==> config.mk <==
export PLATFORM = sky130hd
export DESIGN_NAME = wfg_spi_wbm_bridge
export DESIGN_NICKNAME = d
export VERILOG_FILES = /design/src/rtl/wfg_spi_wbm_bridge.sv
export SDC_FILE = /design/constraint.sdc
export NUM_CORES = 1
export LEC_CHECK = 0
export ABC_AREA = 1
export BUFFER_PORTS_ARGS = -buffer_cell sky130_fd_sc_hd__buf_2
export CORE_MARGIN = 2
export CORE_UTILIZATION = 50
export CTS_CLUSTER_SIZE = 14
export DETAILED_ROUTE_END_ITERATION = 12
export PLACE_DENSITY = 0.68
export SYNTH_ARGS = -nofsm -noshare
export SYNTH_HDL_FRONTEND = slang
export SYNTH_SLANG_ARGS = --single-unit
==> constraint.sdc <==
create_clock -name wb_clk_i -period 1.85 [get_ports wb_clk_i]
set_input_delay 0.2775 -clock wb_clk_i [delete_from_list [all_inputs] [get_ports wb_clk_i]]
set_output_delay 0.2775 -clock wb_clk_i [all_outputs]
set_load 0.05 [all_outputs]
==> src/rtl/wfg_spi_wbm_bridge.sv <==
// rtl/wfg_spi_wbm_bridge.sv - SPI-slave (mode 0) to Wishbone-master bridge
// Host frames cmd/addr/data over SPI; the bridge issues one Wishbone cycle per frame.
module wfg_spi_wbm_bridge #(
  parameter int BUSW    = 32,
  parameter int TIMEOUT = 255
) (
  input  logic            wb_clk_i,
  input  logic            wb_rst_i,
  input  logic            spi_sclk_i,
  input  logic            spi_cs_ni,
  input  logic            spi_sdi_i,
  output logic            spi_sdo_o,
  output logic            spi_sdo_en_o,
  output logic            wbm_cyc_o,
  output logic            wbm_stb_o,
  output logic            wbm_we_o,
  output logic [3:0]      wbm_sel_o,
  output logic [BUSW-1:0] wbm_adr_o,
  output logic [BUSW-1:0] wbm_dat_o,
  input  logic [BUSW-1:0] wbm_dat_i,
  input  logic            wbm_ack_i,
  output logic            busy_o,
  output logic            timeout_o
);
  typedef enum logic [2:0] {
    S_IDLE, S_HDR, S_WR_DATA, S_RD_DUMMY, S_RD_DATA, S_WAIT_CS
  } state_t;

  localparam int            TW        = $clog2(TIMEOUT);
  localparam logic [TW-1:0] TMR_LAST  = TW'(TIMEOUT - 1);
  localparam logic [5:0]    LAST_DATA = 6'(BUSW - 1);
  localparam logic [BUSW-1:0] RD_PRELOAD = BUSW'(32'hDEAD_BEEF);

  logic [2:0]      r_sclk_s;
  logic [1:0]      r_cs_s;
  logic [1:0]      r_sdi_s;
  state_t          r_state;
  logic [5:0]      r_cnt;
  logic [BUSW-1:0] r_sh;
  logic [7:0]      r_addr;
  logic [BUSW-1:0] r_rd_shift;
  logic            r_rd_started;
  logic            r_sdo;
  logic            r_cyc;
  logic            r_we;
  logic [BUSW-1:0] r_adr;
  logic [BUSW-1:0] r_dat;
  logic [TW-1:0]   r_tmr;
  logic            r_timeout;
  logic            r_pend;
  logic            r_pend_we;
  logic [BUSW-1:0] r_pend_adr;
  logic [BUSW-1:0] r_pend_dat;

  logic            w_rise, w_fall, w_cs_n, w_sdi;
  logic            w_hdr_done, w_wr_done, w_issue;
  logic [BUSW-1:0] w_issue_adr, w_issue_dat;

  assign w_rise = r_sclk_s[1] & ~r_sclk_s[2];
  assign w_fall = ~r_sclk_s[1] & r_sclk_s[2];
  assign w_cs_n = r_cs_s[1];
  assign w_sdi  = r_sdi_s[1];

  assign w_hdr_done  = (r_state == S_HDR) && w_rise && !w_cs_n && (r_cnt == 6'd15);
  assign w_wr_done   = (r_state == S_WR_DATA) && w_rise && !w_cs_n && (r_cnt == LAST_DATA);
  assign w_issue     = (w_hdr_done && !r_sh[14]) || w_wr_done;
  assign w_issue_adr = w_hdr_done ? {{(BUSW-8){1'b0}}, r_sh[6:0], w_sdi}
                                  : {{(BUSW-8){1'b0}}, r_addr};
  assign w_issue_dat = w_wr_done ? {r_sh[BUSW-2:0], w_sdi} : '0;

  // CS sync resets to deasserted so a reset never looks like a frame start
  always_ff @(posedge wb_clk_i) begin
    if (wb_rst_i) begin
      r_sclk_s <= '0;
      r_cs_s   <= 2'b11;
      r_sdi_s  <= '0;
    end else begin
      r_sclk_s <= {r_sclk_s[1:0], spi_sclk_i};
      r_cs_s   <= {r_cs_s[0], spi_cs_ni};
      r_sdi_s  <= {r_sdi_s[0], spi_sdi_i};
    end
  end

  always_ff @(posedge wb_clk_i) begin
    if (wb_rst_i) begin
      r_state      <= S_IDLE;
      r_cnt        <= '0;
      r_sh         <= '0;
      r_addr       <= '0;
      r_rd_shift   <= '0;
      r_rd_started <= 1'b0;
      r_sdo        <= 1'b0;
      r_cyc        <= 1'b0;
      r_we         <= 1'b0;
      r_adr        <= '0;
      r_dat        <= '0;
      r_tmr        <= '0;
      r_timeout    <= 1'b0;
      r_pend       <= 1'b0;
      r_pend_we    <= 1'b0;
      r_pend_adr   <= '0;
      r_pend_dat   <= '0;
    end else begin
      r_timeout <= 1'b0;
      if (r_cyc) begin
        if (wbm_ack_i) begin
          r_cyc <= 1'b0;
          if (!r_we && !r_rd_started) r_rd_shift <= wbm_dat_i;
        end else if (r_tmr == TMR_LAST) begin
          r_cyc     <= 1'b0;
          r_timeout <= 1'b1;
        end else begin
          r_tmr <= r_tmr + TW'(1);
        end
      end else if (r_pend) begin
        r_cyc  <= 1'b1;
        r_we   <= r_pend_we;
        r_adr  <= r_pend_adr;
        r_dat  <= r_pend_dat;
        r_tmr  <= '0;
        r_pend <= 1'b0;
      end

      // A cycle still in flight from the previous frame defers this one
      if (w_issue) begin
        if (!r_cyc && !r_pend) begin
          r_cyc <= 1'b1;
          r_we  <= w_wr_done;
          r_adr <= w_issue_adr;
          r_dat <= w_issue_dat;
          r_tmr <= '0;
        end else begin
          r_pend     <= 1'b1;
          r_pend_we  <= w_wr_done;
          r_pend_adr <= w_issue_adr;
          r_pend_dat <= w_issue_dat;
        end
        if (!w_wr_done) begin
          r_rd_shift   <= RD_PRELOAD;
          r_rd_started <= 1'b0;
        end
      end

      if (r_state != S_IDLE && w_cs_n) begin
        r_state <= S_IDLE;
        r_cnt   <= '0;
      end else begin
        case (r_state)
          S_IDLE: if (!w_cs_n) begin
            r_state <= S_HDR;
            r_cnt   <= '0;
            r_sh    <= '0;
            r_sdo   <= 1'b0;
          end
          S_HDR: if (w_rise) begin
            r_sh <= {r_sh[BUSW-2:0], w_sdi};
            if (r_cnt == 6'd15) begin
              r_cnt   <= '0;
              r_addr  <= {r_sh[6:0], w_sdi};
              r_state <= r_sh[14] ? S_WR_DATA : S_RD_DUMMY;
            end else r_cnt <= r_cnt + 6'd1;
          end
          S_WR_DATA: if (w_rise) begin
            r_sh <= {r_sh[BUSW-2:0], w_sdi};
            if (r_cnt == LAST_DATA) begin
              r_cnt   <= '0;
              r_state <= S_WAIT_CS;
            end else r_cnt <= r_cnt + 6'd1;
          end
          S_RD_DUMMY: if (w_rise) begin
            if (r_cnt == 6'd7) begin
              r_cnt   <= '0;
              r_state <= S_RD_DATA;
            end else r_cnt <= r_cnt + 6'd1;
          end
          S_RD_DATA: begin
            // First falling edge presents bit 31; each later one shifts
            if (w_fall) begin
              r_sdo        <= r_rd_started ? r_rd_shift[BUSW-2] : r_rd_shift[BUSW-1];
              r_rd_started <= 1'b1;
              if (r_rd_started) r_rd_shift <= r_rd_shift << 1;
            end
            if (w_rise) begin
              if (r_cnt == LAST_DATA) begin
                r_cnt   <= '0;
                r_state <= S_WAIT_CS;
              end else r_cnt <= r_cnt + 6'd1;
            end
          end
          S_WAIT_CS: ;
          default: r_state <= S_IDLE;
        endcase
      end
    end
  end

  assign spi_sdo_en_o = ((r_state == S_RD_DUMMY) || (r_state == S_RD_DATA)) && !w_cs_n;
  assign spi_sdo_o    = spi_sdo_en_o & r_sdo;
  assign wbm_cyc_o    = r_cyc;
  assign wbm_stb_o    = r_cyc;
  assign wbm_we_o     = r_cyc & r_we;
  assign wbm_sel_o    = r_cyc ? 4'hF : 4'h0;
  assign wbm_adr_o    = r_adr;
  assign wbm_dat_o    = r_dat;
  assign busy_o       = (r_state != S_IDLE) || r_cyc || r_pend;
  assign timeout_o    = r_timeout;
endmodule
==> results of run 1 <==
[final cells by class]
| cell class | count | area, um2 | share of cell area |
|---|---|---|---|
| tap | 225 | 282 | 0.0259 |
| multi-input combinational | 874 | 4130 | 0.379 |
| inverter | 100 | 377 | 0.0346 |
| sequential | 206 | 4140 | 0.380 |
| timing repair buffer | 168 | 1220 | 0.112 |
| clock buffer | 33 | 673 | 0.0618 |
| clock inverter | 7 | 65.1 | 0.00598 |
[power groups by stage]
stage | logic [mW] | registers (mW) | clock network (mW)
finish | 1.01 | 4.65 | 4.42
global placement | 0.949 | 4.73 | 0
detailed placement | 0.946 | 4.73 | 0
floorplan | 0.632 | 4.70 | 0
global route | 1.12 | 4.66 | 4.68
CTS | 0.976 | 4.63 | 4.49
[worst reg2reg max path: stages (launching register included)]
cell	delay [ns]
sky130_fd_sc_hd__dfxtp_2	0.36
sky130_fd_sc_hd__ha_4	0.16
sky130_fd_sc_hd__nand2_2	0.08
sky130_fd_sc_hd__nor2_4	0.12
sky130_fd_sc_hd__nand2_2	0.09
sky130_fd_sc_hd__nor2_4	0.11
sky130_fd_sc_hd__nand2_4	0.09
sky130_fd_sc_hd__nor2_4	0.28
sky130_fd_sc_hd__clkbuf_16	0.22
sky130_fd_sc_hd__nand2_1	0.05
sky130_fd_sc_hd__a21oi_1	0.14
[placed cells by master (no fill, tap or decap), types with 4 or more instances in the layout]
cell type,synthesis,layout
sky130_fd_sc_hd__clkbuf_16,0,26
sky130_fd_sc_hd__nor2_4,5,10
sky130_fd_sc_hd__a21o_1,6,6
sky130_fd_sc_hd__nand2_2,10,10
sky130_fd_sc_hd__buf_12,0,13
sky130_fd_sc_hd__mux2i_1,10,10
sky130_fd_sc_hd__inv_1,94,92
sky130_fd_sc_hd__buf_2,24,109
sky130_fd_sc_hd__nor2_2,5,6
sky130_fd_sc_hd__nand2_1,407,404
sky130_fd_sc_hd__clkbuf_1,35,4
sky130_fd_sc_hd__o21ai_0,89,88
sky130_fd_sc_hd__a21oi_1,124,123
sky130_fd_sc_hd__nor2_1,92,86
sky130_fd_sc_hd__buf_4,10,38
sky130_fd_sc_hd__mux2_2,8,8
sky130_fd_sc_hd__nand4_1,15,15
sky130_fd_sc_hd__clkinv_2,0,5
sky130_fd_sc_hd__clkbuf_8,0,6
sky130_fd_sc_hd__o21ai_1,3,4
sky130_fd_sc_hd__dfxtp_1,206,201
sky130_fd_sc_hd__nand3_1,79,77
sky130_fd_sc_hd__inv_2,6,7
[metrics by stage]
step / utilization / power [mW]
2_1_floorplan: - / 5.33
3_3_place_gp: 0.571 / 5.68
3_5_place_dp: 0.571 / 5.68
4_1_cts: 0.618 / 10.1
5_1_grt: 0.627 / 10.5
6_report: 0.627 / 10.1
[worst max-delay path by stage]
stage / endpoint / depth (start not counted)
floorplan: busy_o / 5
global placement: r_rd_shift[2]$_SDFF_PP0_ / 9
detailed placement: r_rd_shift[7]$_SDFF_PP0_ / 9
CTS: spi_sdo_o / 6
global route: spi_sdo_o / 5
finish: spi_sdo_o / 5
[cell families (layout without fill, tap and decap cells)]
kind of cell / count (synthesis) / after routing / share of synthesized area
AO/OA/AOI/OAI: 231 / 231 / 0.134
XOR/XNOR: 1 / 1 / 0.000982
adder cells (fa/ha/maj): 3 / 3 / 0.00421
buffers and inverters: 176 / 308 / 0.0850
flip-flops: 206 / 206 / 0.462
multiplexers: 18 / 18 / 0.0213
AND/OR/NAND/NOR: 621 / 621 / 0.292
[cell usage after synthesis (all sizes together)]
| library cell | instances | area (um2) |
|---|---|---|
| or2 | 3 | 18.8 |
| xor2 | 1 | 8.76 |
| inv | 100 | 375 |
| o211ai | 2 | 15.0 |
| a21oi | 124 | 621 |
| a21o | 6 | 45.0 |
| mux2 | 8 | 90.1 |
| buf | 41 | 251 |
| mux2i | 10 | 100 |
| clkbuf | 35 | 131 |
| o21ai | 92 | 460 |
| a31oi | 1 | 6.26 |
| nand4 | 16 | 115 |
| o22ai | 1 | 6.26 |
| dfxtp | 206 | 4120 |
| nand3 | 82 | 440 |
| o211a | 1 | 10.0 |
| and3 | 1 | 6.26 |
| nand2 | 417 | 1590 |
| ha | 3 | 37.5 |
| a22o | 1 | 8.76 |
| nor2 | 102 | 433 |
| a22oi | 2 | 15.0 |
| o31ai | 1 | 7.51 |
[per-layer routing]
layer / GRT usage / vias to the layer above / part of all wire
li1: - / 4260 / -
met3: 0.0353 / 27 / 0.055
met2: 0.368 / 217 / 0.44
met1: 0.343 / 3811 / 0.49
met5: 0 / - / 0
met4: 0.0470 / 0 / 0.015
[timing repair]
action | in CTS | in global routing
hold buffers | 2 | 0
pin swaps | 3 | 4
cloned | 0 | 4
resized for setup | 11 | 24
setup buffers | 3 | 0
setup endpoints to repair | 43 | 160
endpoints found under the hold margin | 2 | 0
==> reports/qor_table.md, run 1 <==
| Metric | Reported | Unit |
|---|---|---|
| Clk sinks | 206 | - |
| Maximum level of the CTS H-tree | 1 | - |
| Worst R2R Path Depth | 10 | - |
| Post-route worst hold slack | 0.0303 | ns |
| Fin area | 0.0109 | mm2 |
| Yosys reg bits | 206 | - |
| Clock transition at the register clock pins on the worst setup and hold paths after CTS | 0.06 | ns |
| Crit path setup slack, layout | 0.0247 | ns |
| Worst hold path type | primary input to flip-flop | - |
| Pwr dens | 926 | mW/mm2 |
| NumNets Final | 1413 | - |
| Number of max-slew violations in the final report | 0 | - |
| DP Worst Slack | -0.180 | ns |
| Clock period minus final worst setup slack | 1.83 | ns |
| Fraction of final layout cells with drive strength greater than 1 | 0.190 | - |
| Largest net degree at the start of global routing | 78 | - |
| CP most frequent cell | sky130_fd_sc_hd__nand2_2 | - |
| Initial core utilization | 0.514 | - |
| TritonCTS clock tree | done | - |
| Width of the die | 138 | um |
| Critical Path Max Stage Delay | 0.36 | ns |
| Full die area | 0.0189 | mm2 |
| Routability-driven placement congestion ratio | 0.867 | - |
| Fmax | 548 | MHz |
| Combinational cell fraction of total power | 0.100 | - |
| Root buffer cell | sky130_fd_sc_hd__clkbuf_16 | - |
| Final worst path period share | 0.987 | - |
| Post-Syn Instances | 1256 | - |
| Number of buffers inserted during clock tree synthesis | 22 | - |
| Routed length per placed instance | 14.1 | um |
| Placed instance count | 1565 | - |
| RSZ-0062 raised after global routing | true | - |
| Switching part of the total | 0.252 | - |
| Total track usage | 0.235 | - |
| Max rail drop VDD | 0.666 | mV |
| Sequential group share of total power | 0.461 | - |
| Mean instance size in the synthesized netlist | 7.10 | um2 |
| PortBufs | 112 | - |
| P_int | 7.53 | mW |
| Cell type group with the largest total delay on the critical path | simple AND/OR/NAND/NOR gates | - |
| Number of buffers and inverters on the critical path | 1 | - |
| Floorplan core area | 0.0174 | mm2 |
| Number of vias after detailed routing | 8315 | - |
| Std-Cell Rows | 48 | - |
| Overall routed net length | 22700 | um |
| Number of antenna repair diodes | 0 | - |
| Via/cell ratio | 5.15 | - |
| Actual transition at the worst max-transition pin | 0.546 | ns |
| DR iter-0 viols | 681 | - |
| Net switching power | 2.54 | mW |
| Portion of total power attributed to the clock network | 0.439 | - |
| Setup Total Neg Slack | 0 | ns |
| Status | finished, final reports clean | - |
| RR Startpoint | r_cnt[1]$_SDFFE_PP0P_ | - |
| Final instance count without filler cells | 1613 | - |
| MaxCap Viol Count | 0 | - |
| Cell with the biggest individual delay on the critical path | sky130_fd_sc_hd__dfxtp_4 | - |
| Hold path endpoint | r_sdi_s[0]$_SDFF_PP0_ | - |
| Global-route wire length before repair | 36100 | um |
| Setup Viol. Count Final | 0 | - |
| Area of the mapped netlist | 0.00892 | mm2 |
| Final-layout fill cell count | 1569 | - |
| Depth of the worst hold-timing path | 3 | - |
| Setup slack on the worst flop-to-flop path | 0.11 | ns |
| CP Max Fanout | 5 | - |
| Number of global-route vias before repair | 7294 | - |
| Fin. Hold Viols | 0 | - |
| Clock buffer depth | 3 | - |
| Sequential fraction of the synthesis area | 0.462 | - |
| Critical path startpoint | r_state[0]$_SDFFE_PP0P_ | - |
| Synthesis Warnings | 0 | - |
| Critical register-to-register path endpoint | wbm_dat_o[14]$_SDFF_PP0_ | - |
| Syn nets | 1297 | - |
| Cell area after placement | 0.00991 | mm2 |
| Detailed-route DRC error count | 0 | - |
| Start-to-end type of the worst setup path | flip-flop to output pin | - |
| Setup crit end kind | output pin | - |
| Area growth from synthesis to layout | 22.1 | % |
| Signal arrival time at the worst endpoint | 1.55 | ns |
| Critical path data required time | 1.57 | ns |
| DPL Wire Length | 14400 | um |
| I/O pin count | 113 | - |
| Netlist cell types | 35 | - |
| Cells along the critical path | nor2_4 > nand2_2 > nand2_2 > and3_4 > buf_8 | - |
| Clock network latency to the later pin of the worst-skew pair | 0.50 | ns |
| Detailed-routing iteration count for the pre-antenna-repair pass | 5 | - |
| Origin of the worst min-delay path | spi_sdi_i | - |
| Initial antenna violation count | 0 | - |
| Worst Setup Start Kind | flip-flop | - |
| Vertical extent of the die | 138 | um |
| Max Clock Skew | 0.0137 | ns |
| Residual antenna-violating net count after detailed routing | 0 | - |
| Leakage | 5.01 | nW |
| Congestion Overflow GR | 0 | - |
| Relative max-transition margin | 0.635 | - |
(Power assumes the default switching activity.)
==> run 2, diff against run 1 <==
- PLACE_DENSITY: 0.68 -> 0.7
==> reports/qor_table.md, run 2 (same netlist as run 1, synthesis figures left out) <==
| Metric | Reported | Unit |
|---|---|---|
| Std-Cell Rows | 48 | - |
| Leakage | 5.03 | nW |
| Critical path data required time | 1.57 | ns |
| Crit path setup slack, layout | -0.00986 | ns |
| Clock network latency to the later pin of the worst-skew pair | 0.50 | ns |
| Via/cell ratio | 5.13 | - |
| Cell area after placement | 0.00990 | mm2 |
| TritonCTS clock tree | done | - |
| Max Clock Skew | 0.00859 | ns |
| Number of global-route vias before repair | 7265 | - |
| Fmax | 538 | MHz |
| Max rail drop VDD | 0.768 | mV |
| Placed instance count | 1567 | - |
| Floorplan core area | 0.0174 | mm2 |
| Storage element area | 0.00413 | mm2 |
| Total track usage | 0.231 | - |
| Clock transition at the register clock pins on the worst setup and hold paths after CTS | 0.06 | ns |
| Clk sinks | 206 | - |
| Fin. Hold Viols | 0 | - |
| Residual antenna-violating net count after detailed routing | 0 | - |
| Hold path endpoint | r_sdi_s[0]$_SDFF_PP0_ | - |
| Clock period minus final worst setup slack | 1.86 | ns |
| Number of buffers and inverters on the critical path | 2 | - |
| Number of max-slew violations in the final report | 0 | - |
| Area growth from synthesis to layout | 21.8 | % |
| Detailed-route DRC error count | 0 | - |
| RR Startpoint | r_cnt[1]$_SDFFE_PP0P_ | - |
| Final instance count without filler cells | 1617 | - |
| MaxCap Viol Count | 0 | - |
| Most frequent cells in the layout | 403 x sky130_fd_sc_hd__nand2_1, 200 x sky130_fd_sc_hd__dfxtp_1, 123 x sky130_fd_sc_hd__a21oi_1, 110 x sky130_fd_sc_hd__buf_2, 93 x sky130_fd_sc_hd__inv_1 | - |
| Critical Path Max Stage Delay | 0.36 | ns |
| Depth of the worst hold-timing path | 3 | - |
| Routability-driven placement congestion ratio | 0.888 | - |
| Cells along the critical path | inv_2 > nand3_1 > nand2_4 > and3_4 > buf_8 | - |
| Root buffer cell | sky130_fd_sc_hd__clkbuf_16 | - |
| Final worst path period share | 1.01 | - |
| Relative max-transition margin | 0.645 | - |
| Global-route wire length before repair | 35800 | um |
| Pwr dens | 897 | mW/mm2 |
| Routed length per placed instance | 13.8 | um |
| Number of antenna repair diodes | 0 | - |
| Cell with the biggest individual delay on the critical path | sky130_fd_sc_hd__dfxtp_2 | - |
| Initial core utilization | 0.514 | - |
| Width of the die | 138 | um |
| Clock buffer depth | 3 | - |
| Worst hold path type | primary input to flip-flop | - |
| Full die area | 0.0189 | mm2 |
| Vertical extent of the die | 138 | um |
| Worst Setup Start Kind | flip-flop | - |
| Post-route worst hold slack | 0.0137 | ns |
| Setup crit end kind | output pin | - |
| Number of buffers inserted during clock tree synthesis | 22 | - |
| I/O pin count | 113 | - |
| Cell type group with the largest total delay on the critical path | simple AND/OR/NAND/NOR gates | - |
| Origin of the worst min-delay path | spi_sdi_i | - |
| NumNets Final | 1420 | - |
| DPL Wire Length | 14300 | um |
| PortBufs | 112 | - |
| Critical register-to-register path endpoint | wbm_dat_o[31]$_SDFF_PP0_ | - |
| Status | complete, but fails checks | - |
| Pwr Total | 9.75 | mW |
| Worst R2R Path Depth | 11 | - |
| Overall routed net length | 22400 | um |
| Number of vias after detailed routing | 8299 | - |
| Setup Viol. Count Final | 1 | - |
| Congestion Overflow GR | 0 | - |
| DR iter-0 viols | 628 | - |
| Fraction of final layout cells with drive strength greater than 1 | 0.189 | - |
| Start-to-end type of the worst setup path | flip-flop to output pin | - |
| Signal arrival time at the worst endpoint | 1.58 | ns |
| Initial antenna violation count | 1 | - |
| Commonest non-fill, non-tap cell in the layout | sky130_fd_sc_hd__nand2_1 | - |
| Combined area of the multi-input logic cells | 0.00414 | mm2 |
| Fin area | 0.0109 | mm2 |
| Largest net degree at the start of global routing | 50 | - |
| Setup slack on the worst flop-to-flop path | 0.05 | ns |
| RSZ-0062 raised after global routing | true | - |
| Failing checks | negative setup slack | - |
| CP Max Fanout | 6 | - |
| Actual transition at the worst max-transition pin | 0.532 | ns |
| Detailed-routing iteration count for the pre-antenna-repair pass | 5 | - |
| DP Worst Slack | -0.0736 | ns |
| Maximum level of the CTS H-tree | 1 | - |
| Final-layout fill cell count | 1614 | - |
==> run 2: cell count changes in the layout (fill, tap and decap cells not counted), moves of 3 or more <==
cell / delta
sky130_fd_sc_hd__buf_4: +5
sky130_fd_sc_hd__clkbuf_1: +6
sky130_fd_sc_hd__clkbuf_8: -3
sky130_fd_sc_hd__clkinv_2: -4
sky130_fd_sc_hd__o21ai_0: -5
sky130_fd_sc_hd__o21ai_1: +5
==> run 2: report_power, final <==
group	total (mW)	internal, mW	leakage (nW)	switching (mW)
logic	0.989	0.340	3.04	0.650
registers	4.66	4.54	1.67	0.118
clock network	4.10	2.40	0.321	1.70
total	9.75	7.28	5.03	2.47
==> run 2: metrics by stage <==
| step | setup TNS [ns] | utilization |
|---|---|---|
| global route | -1.57 | 0.626 |
| finish | -0.00986 | 0.626 |
| global placement | -0.154 | 0.570 |
| CTS | -0.0409 | 0.612 |
| floorplan | 0 | - |
| detailed placement | -0.486 | 0.570 |
==> run 2: worst max path at each step <==
| stage | start | to | cells past startpoint |
|---|---|---|---|
| floorplan | wbm_cyc_o$_SDFF_PP0_ | busy_o | 5 |
| global placement | r_cnt[0]$_SDFFE_PP0P_ | r_rd_shift[2]$_SDFF_PP0_ | 9 |
| detailed placement | r_cnt[0]$_SDFFE_PP0P_ | r_rd_shift[7]$_SDFF_PP0_ | 9 |
| CTS | r_state[1]$_SDFFE_PP0P_ | spi_sdo_o | 6 |
| global route | r_cnt[1]$_SDFFE_PP0P_ | wbm_dat_o[4]$_SDFF_PP0_ | 11 |
| finish | r_state[2]$_SDFFE_PP0P_ | spi_sdo_o | 5 |
==> run 2: final cells by class <==
cell class                 count  share of cell area
clock inverter                 1            0.000806
multi-input combinational    874               0.381
tap                          225              0.0259
sequential                   206               0.381
inverter                     100              0.0347
timing repair buffer         175               0.116
clock buffer                  36              0.0602
==> run 2: timing repair <==
action / in CTS / in global routing
pin swaps: 3 / 14
gates cloned: 0 / 3
setup buffers: 0 / 8
endpoints found under the setup margin: 30 / 127
resized for setup: 13 / 33
hold buffers: 2 / 0
hold endpoints to repair: 2 / 0
==> run 2: layer usage <==
metal | vias up | routed length [um] | part of all wire | global-route usage
met5 | - | 0 | 0 | 0
met2 | 180 | 10200 | 0.46 | 0.366
met4 | 0 | 334 | 0.015 | 0.0418
li1 | 4269 | - | - | -
met3 | 26 | 1090 | 0.049 | 0.0386
met1 | 3824 | 10700 | 0.48 | 0.335
==> run 2: tightest hold or removal path, stage by stage <==
cell,delay [ns]
sky130_fd_sc_hd__buf_2,0.11
sky130_fd_sc_hd__inv_1,0.05
sky130_fd_sc_hd__nor2_1,0.03
